## src/rtl/r4_sdf_stage.sv

```systemverilog
// Radix-4 single-path delay-feedback FFT stage: three DEPTH-long delay lines feed a
// radix-4 butterfly every fourth block; one complex sample in and out per valid cycle.
module r4_sdf_stage #(
    parameter int unsigned DW    = 16,
    parameter int unsigned DEPTH = 1,
    parameter int unsigned SCALE = 1
) (
    input  logic          clk,
    input  logic          rst_n,
    input  logic          in_valid,
    input  logic          in_sof,
    input  logic [DW-1:0] in_r,
    input  logic [DW-1:0] in_i,
    output logic          out_valid,
    output logic          out_sof,
    output logic [DW-1:0] out_r,
    output logic [DW-1:0] out_i,
    output logic          ovf
);
    localparam int unsigned IW = (DEPTH > 1) ? $clog2(DEPTH) : 1;
    localparam int unsigned FW = DW + 2;
    localparam logic [IW-1:0] LastIdx = IW'(DEPTH - 1);
    localparam logic signed [FW-1:0] MaxV = {3'b000, {(DW-1){1'b1}}};
    localparam logic signed [FW-1:0] MinV = {3'b111, {(DW-1){1'b0}}};

    // Returns {clamped, value}; scaling rounds half up, otherwise saturates.
    function automatic logic [DW:0] scale_sat(input logic signed [FW-1:0] v);
        logic signed [FW:0] t;
        logic [DW:0]        res;
        t = {v[FW-1], v} + (FW+1)'(2);
        t = t >>> 2;
        if (SCALE != 0) begin
            res = {1'b0, t[DW-1:0]};
        end else if (v > MaxV) begin
            res = {1'b1, MaxV[DW-1:0]};
        end else if (v < MinV) begin
            res = {1'b1, MinV[DW-1:0]};
        end else begin
            res = {1'b0, v[DW-1:0]};
        end
        return res;
    endfunction

    logic [1:0]    phase_q, phase_d;
    logic [IW-1:0] idx_q, idx_d;
    logic          primed_q, primed_d;
    logic          out_valid_q, out_sof_q, ovf_q;
    logic [DW-1:0] out_r_q, out_i_q;

    // Delay lines plus a per-entry flag remembering whether a stored result was clamped.
    logic [DW-1:0] dl_r   [3][DEPTH];
    logic [DW-1:0] dl_i   [3][DEPTH];
    logic          dl_ovf [3][DEPTH];

    logic [1:0]    eff_phase;
    logic [IW-1:0] eff_idx;
    logic          realign;
    logic          primed_eff;
    logic          out_valid_d;
    logic          out_sof_d;

    logic signed [FW-1:0] x_r [4];
    logic signed [FW-1:0] x_i [4];
    logic signed [FW-1:0] f_r [4];
    logic signed [FW-1:0] f_i [4];
    logic [DW:0]          sr_w [4];
    logic [DW:0]          si_w [4];
    logic [DW-1:0]        sc_r [4];
    logic [DW-1:0]        sc_i [4];
    logic                 sc_ov [4];

    logic [DW-1:0] cand_r, cand_i;
    logic          cand_ovf;

    // A start-of-frame forces this sample to (phase 0, idx 0).
    always_comb begin
        realign    = in_sof && ((phase_q != 2'd0) || (idx_q != '0));
        eff_phase  = in_sof ? 2'd0 : phase_q;
        eff_idx    = in_sof ? '0 : idx_q;
        primed_eff = primed_q && !realign;
    end

    always_comb begin
        phase_d  = phase_q;
        idx_d    = idx_q;
        primed_d = primed_q;
        if (in_valid) begin
            primed_d = primed_eff || (eff_phase == 2'd3);
            if (eff_idx == LastIdx) begin
                idx_d   = '0;
                phase_d = eff_phase + 2'd1;
            end else begin
                idx_d   = eff_idx + IW'(1);
                phase_d = eff_phase;
            end
        end
    end

    always_comb begin
        for (int k = 0; k < 3; k++) begin
            x_r[k] = FW'($signed(dl_r[k][eff_idx]));
            x_i[k] = FW'($signed(dl_i[k][eff_idx]));
        end
        x_r[3] = FW'($signed(in_r));
        x_i[3] = FW'($signed(in_i));

        f_r[0] = x_r[0] + x_r[1] + x_r[2] + x_r[3];
        f_i[0] = x_i[0] + x_i[1] + x_i[2] + x_i[3];
        f_r[1] = x_r[0] + x_i[1] - x_r[2] - x_i[3];
        f_i[1] = x_i[0] - x_r[1] - x_i[2] + x_r[3];
        f_r[2] = x_r[0] - x_r[1] + x_r[2] - x_r[3];
        f_i[2] = x_i[0] - x_i[1] + x_i[2] - x_i[3];
        f_r[3] = x_r[0] - x_i[1] - x_r[2] + x_i[3];
        f_i[3] = x_i[0] + x_r[1] - x_i[2] - x_r[3];

        for (int k = 0; k < 4; k++) begin
            sr_w[k]  = scale_sat(f_r[k]);
            si_w[k]  = scale_sat(f_i[k]);
            sc_r[k]  = sr_w[k][DW-1:0];
            sc_i[k]  = si_w[k][DW-1:0];
            sc_ov[k] = sr_w[k][DW] | si_w[k][DW];
        end
    end

    always_comb begin
        cand_r   = '0;
        cand_i   = '0;
        cand_ovf = 1'b0;
        unique case (eff_phase)
            2'd0: begin
                cand_r   = dl_r[0][eff_idx];
                cand_i   = dl_i[0][eff_idx];
                cand_ovf = dl_ovf[0][eff_idx];
            end
            2'd1: begin
                cand_r   = dl_r[1][eff_idx];
                cand_i   = dl_i[1][eff_idx];
                cand_ovf = dl_ovf[1][eff_idx];
            end
            2'd2: begin
                cand_r   = dl_r[2][eff_idx];
                cand_i   = dl_i[2][eff_idx];
                cand_ovf = dl_ovf[2][eff_idx];
            end
            2'd3: begin
                cand_r   = sc_r[0];
                cand_i   = sc_i[0];
                cand_ovf = sc_ov[0];
            end
        endcase
    end

    always_comb begin
        out_valid_d = in_valid && ((eff_phase == 2'd3) || primed_eff);
        out_sof_d   = out_valid_d && (eff_phase == 2'd3) && (eff_idx == '0);
    end

    // Bypass phases store the raw input; the butterfly phase stores f1..f3 already scaled.
    always_ff @(posedge clk) begin
        if (in_valid) begin
            for (int p = 0; p < 3; p++) begin
                if (eff_phase == 2'd3) begin
                    dl_r[p][eff_idx]   <= sc_r[p+1];
                    dl_i[p][eff_idx]   <= sc_i[p+1];
                    dl_ovf[p][eff_idx] <= sc_ov[p+1];
                end else if (eff_phase == 2'(p)) begin
                    dl_r[p][eff_idx]   <= in_r;
                    dl_i[p][eff_idx]   <= in_i;
                    dl_ovf[p][eff_idx] <= 1'b0;
                end
            end
        end
    end

    always_ff @(posedge clk or negedge rst_n) begin
        if (!rst_n) begin
            phase_q     <= 2'd0;
            idx_q       <= '0;
            primed_q    <= 1'b0;
            out_valid_q <= 1'b0;
            out_sof_q   <= 1'b0;
            ovf_q       <= 1'b0;
            out_r_q     <= '0;
            out_i_q     <= '0;
        end else begin
            phase_q     <= phase_d;
            idx_q       <= idx_d;
            primed_q    <= primed_d;
            out_valid_q <= out_valid_d;
            out_sof_q   <= out_sof_d;
            ovf_q       <= out_valid_d && cand_ovf;
            if (out_valid_d) begin
                out_r_q <= cand_r;
                out_i_q <= cand_i;
            end
        end
    end

    assign out_valid = out_valid_q;
    assign out_sof   = out_sof_q;
    assign ovf       = ovf_q;
    assign out_r     = out_r_q;
    assign out_i     = out_i_q;

endmodule

```

## config.mk

```make
export PLATFORM = sky130hd
export DESIGN_NAME = r4_sdf_stage
export DESIGN_NICKNAME = d
export VERILOG_FILES = /design/src/rtl/r4_sdf_stage.sv
export SDC_FILE = /design/constraint.sdc
export NUM_CORES = 1
export LEC_CHECK = 0
export CAP_MARGIN = 20
export CORE_MARGIN = 8
export CORE_UTILIZATION = 60
export CTS_CLUSTER_SIZE = 40
export DETAILED_ROUTE_END_ITERATION = 7
export PLACE_DENSITY_LB_ADDON = 0.05
export SKIP_LAST_GASP = 1
export SLEW_MARGIN = 20
export SYNTH_ARGS = -nofsm -noshare
export SYNTH_HDL_FRONTEND = slang
export SYNTH_SLANG_ARGS = --single-unit
export TNS_END_PERCENT = 50
```

## constraint.sdc

```tcl
create_clock -name clk -period 12.14 [get_ports clk]
set_clock_uncertainty 0.15 [all_clocks]
set_input_delay 2.428 -clock clk [delete_from_list [all_inputs] [get_ports clk]]
set_output_delay 2.428 -clock clk [all_outputs]
set_load 0.02 [all_outputs]
```

-- Word-level counts from Yosys, hierarchy flattened
Memory sizes are Yosys's and may differ from the RTL's.
Cells that the tools add are included.
Widths: inputs -> output; s select.
- bits in registers: 39
- memory bits (writable): 96
- bits of input ports: 36
- output and inout bits: 35
- word-level logic and storage cells: 106
- memories: 2
- add/subtract/negate cells: 34
- order comparisons: 2
- equality and inequality tests: 3
- mux-type cells: 38
- bitwise gates (word level): 7
- reductions and logical operators: 12
- memory list (memory ; words ; width ; read ports ; clocked after memory_dff ; wr ports ; line ; source):
    dl_i ; 3 ; 16 ; 3 ; 0 ; 3 ; 52 ; logic [DW-1:0] dl_i [3][DEPTH];
    dl_r ; 3 ; 16 ; 3 ; 0 ; 3 ; 51 ; logic [DW-1:0] dl_r [3][DEPTH];
- operators by type and width (operator ; number):
    $mux 16 ; 12
    $add 18x3->18 const B ; 8
    $pmux 16 s4 ; 2
    $add 17x16->18 ; 4
    $add 18x16->18 ; 4
    $sub 17x16->18 ; 4
    $sub 18x16->18 ; 4
    $add 16x16->17 ; 4
    $sub 16x16->17 ; 4
    $mux 1 ; 21
    $logic_and 1x1->1 ; 7
    $or 1x1->1 ; 6
    $eq 2x2->1 const B ; 2
    $mux 2 ; 2
    $pmux 1 s4 ; 1
    $add 2x1->2 const B ; 1
    $eq 2x1->1 const B ; 1
    $logic_not 2->1 ; 1
    $logic_or 1x1->1 ; 2
    $reduce_bool 2->1 ; 1
    $add 1x1->1 const B ; 1
    $ge 1x1->1 const B ; 1
    $logic_not 1->1 ; 1
    $lt 1x1->1 const B ; 1
    $not 1->1 ; 1

-- Depth between registers and ports, before layout
- depth after elaboration: 9
- depth in mapped cells: 16

-- Worst setup path before layout
Ideal clock, no wire load.
- kind: in2reg
- start point: input in_r[1]
- end point: memory dl_i[0][14] (netlist name), data pin
- data arrival time: 5661 ps
- data required time: 11725 ps
- slack: 6063 ps
- cell stages on the path: 15
- buffers on the path: 0
- cell sequence: inv_1 fa_1 fa_1 inv_1 fa_1 ha_1 inv_1 fa_1 nor2b_1 o21ai_1 a21oi_1 o221ai_1 a311oi_1 or3_1 nand3_1
- RTL lines (element ; line ; source):
    start, declared ; 12 ; input logic [DW-1:0] in_r,
    end, declared ; 52 ;

==> flow_summary.yaml <==
finish:
  layout-drive-gt1-share_pct: 3.70
  design_area_sq_um: 20500
  area_growth_pct: 9.16
  fillers: 2569
  fin_cells: 2374
  fin_nets: 2476
  antenna_cells: 0
timing:
  drv_slew: 0
  worstMarginPinSlew_ns: 1.09
  fin_crit_ns: 6.94
  fin_ws_ns: 5.20
  rsz0062_at_grt: "false"
  fin_crit_sh_pct: 57.2
  slew-limit-headroom_pct: 27.6
  fmax_ghz: 0.144
  finalSetupTns_ns: 0
  setup_viol_count_final: 0
  hold_viol: 0
detailed_routing:
  wirelength_mm: 54.1
  ant_nets: 0
  drtIter0Drc: 1301
  wire_per_inst_um: 22.8
  drc: 0
  viasPerCell: 6.15
  drtPass1Iterations: 7
  vias: 14600
synthesis:
  synth_top_cell_by_area: "fa_1"
  synth.top_cell.area_share_pct: 27.9
  synth-edff-count: 96
  yosysUniqueCellTypes: 87
  ys_top_cells_by_area: "fa_1 28%, edfxtp_1 15%, ha_1 15%"
  async_flop_share_pct: 27.8
  synth_seq_cells: 133
  syn_inst: 1904
  yosysSeqAreaShare_pct: 20.3
  yosysMostFrequentCell: "inv_1"
  syn_area_per_cell_sq_um: 9.87
  yosysWarnings: 0
  netlist_top_cells_count: "331 x inv_1, 262 x fa_1, 219 x ha_1"
  synth_ff_type: "edfxtp_1"
  synth_nets: 2421
  syn-cell-area_sq_um: 18800
floorplan:
  die_h_um: 193
  die_w_um: 193
  core-area_sq_um: 31200
  initial_utilization_pct: 60.2
  ios: 71
  die_area_sq_um: 37200
  rows: 65
placement:
  place_area_sq_um: 19900
  dp.cells: 2342
  portBuffers: 69
  dp_slack_ns: 4.79
  place.gp.congestion: 0.953
  dp_hpwl_mm: 43.5
global_routing:
  grt_antenna_before_repair: 0
  grt_start_max_net_pins: 61
  grt_first_pass_wirelength_mm: 84.9
  grt_remaining_overflow: 0
  track_usage_pct: 30.6
  first_global_vias: 15200
critical_path:
  critical_path_required_ns: 12.18
  cp_max_fo: 6
  cp-end-kind: "flop"
  worst_path_largest_cell_delay_ns: 0.63
  start_kind: "input pin"
  cpMaxStageDelayCell: "clkdlybuf4s50_1"
  arrival_ns: 6.98
  crit_buf_inv: 4
  crit_top_cell: "fa_1"
  worstPathCellList: "clkdlybuf4s50_1 -> inv_1 -> fa_1 -> fa_1 -> inv_1 -> fa_1 -> ha_1 -> inv_1 -> fa_1 -> nor2b_1 -> o21ai_1 -> a21oi_1 -> o221ai_1 -> a311oi_1 -> or3_1 -> nand3_1"
  worstSetupPathType: "input pin to flop"
  critPathTopFamily: "adder cells"
clock_tree:
  clkTransAtPathRegs_ns: 0.07
  htree_num_levels: 4
  insertion_delay_ns: 0.45
  clkSinkCount: 133
  numCtsBuffers: 17
  cts_setup_buffers: 0
  cts-hold-fix-buffers: 0
  cts_buffer_depth: 2
  cts-root-buf: "clkbuf_16"
  cts_resized: 0
  cts_tree: "done"
run:
  maxCapViolCount: 0
run_status:
  status: "finished clean"
worst_hold_path:
  hp-class: "flop to flop"
## final cells by class
class / instances / area [sq um] / area share (%)
Sequential cell: 133 / 3810 / 18.6
Timing Repair Buffer: 82 / 783 / 3.82
Clock buffer: 23 / 543 / 2.65
Tap cell: 402 / 503 / 2.45
Inverter: 333 / 1250 / 6.09
Clock inverter: 9 / 61.3 / 0.299
Multi-Input combinational cell: 1392 / 13600 / 66.1
## registers in the layout, indices dropped and copies added (netlist names)
register,cells
dl_i,48
dl_r,48
out_i,16
out_r,16
out_sof,1
out_valid,1
phase_q,2
primed_q,1
## per-layer routing
metal / global-route usage [%] / wire, um
met5: 0 / 0
met4: 7.57 / 1090
met3: 9.71 / 6770
met2: 45.3 / 23100
met1: 43.3 / 23100
## cell families (layout without fill, tap and decap cells)
kind of cell | count (synthesis) | after routing | share of synthesized area, %
adder cells (fa/ha/maj) | 481 | 481 | 42.5
AND/OR/NAND/NOR | 389 | 389 | 9.72
other | 1 | 1 | 0.0200
XOR/XNOR | 93 | 93 | 4.33
AO/OA/AOI/OAI | 422 | 422 | 15.2
flip-flops | 133 | 133 | 20.3
multiplexers | 6 | 6 | 0.333
buffers and inverters | 379 | 447 | 7.59
## through the flow
stage	hold WS, ns	util (%)
6_report	0.327	65.7
5_1_grt	0.344	65.7
3_5_place_dp	0.315	63.7
4_1_cts	0.331	65.7
3_3_place_gp	0.311	63.7
2_1_floorplan	0.331	-
## cell usage in the layout, fill, tap and decap left out, types with 48 or more instances in the layout
master | Yosys | layout
clkdlybuf4s50_1 | 0 | 68
nor2_1 | 124 | 124
nand2_1 | 105 | 105
o21ai_0 | 48 | 48
edfxtp_1 | 96 | 96
ha_1 | 219 | 218
fa_1 | 262 | 262
a21oi_1 | 112 | 112
inv_1 | 331 | 331
xnor2_1 | 50 | 50
## worst paths after layout
check / slack, ns / start / to / cells past startpoint
min: 0.33 / out_r[1] / out_r[1] / 1
max: 5.20 / in_r[1] / dl_i[0][14] / 16
max reg2reg: 7.29 / dl_r[1][1] / dl_i[2][12] / 15
min reg2reg: 0.33 / out_r[1] / out_r[1] / 1
max in group asynchronous: 9.29 / rst_n / out_i[12] / 1
min in group asynchronous: 1.96 / rst_n / out_r[2] / 1
Power is not shown: default switching activity piles up to over one toggle a cycle in this logic, so the estimate is an artifact.
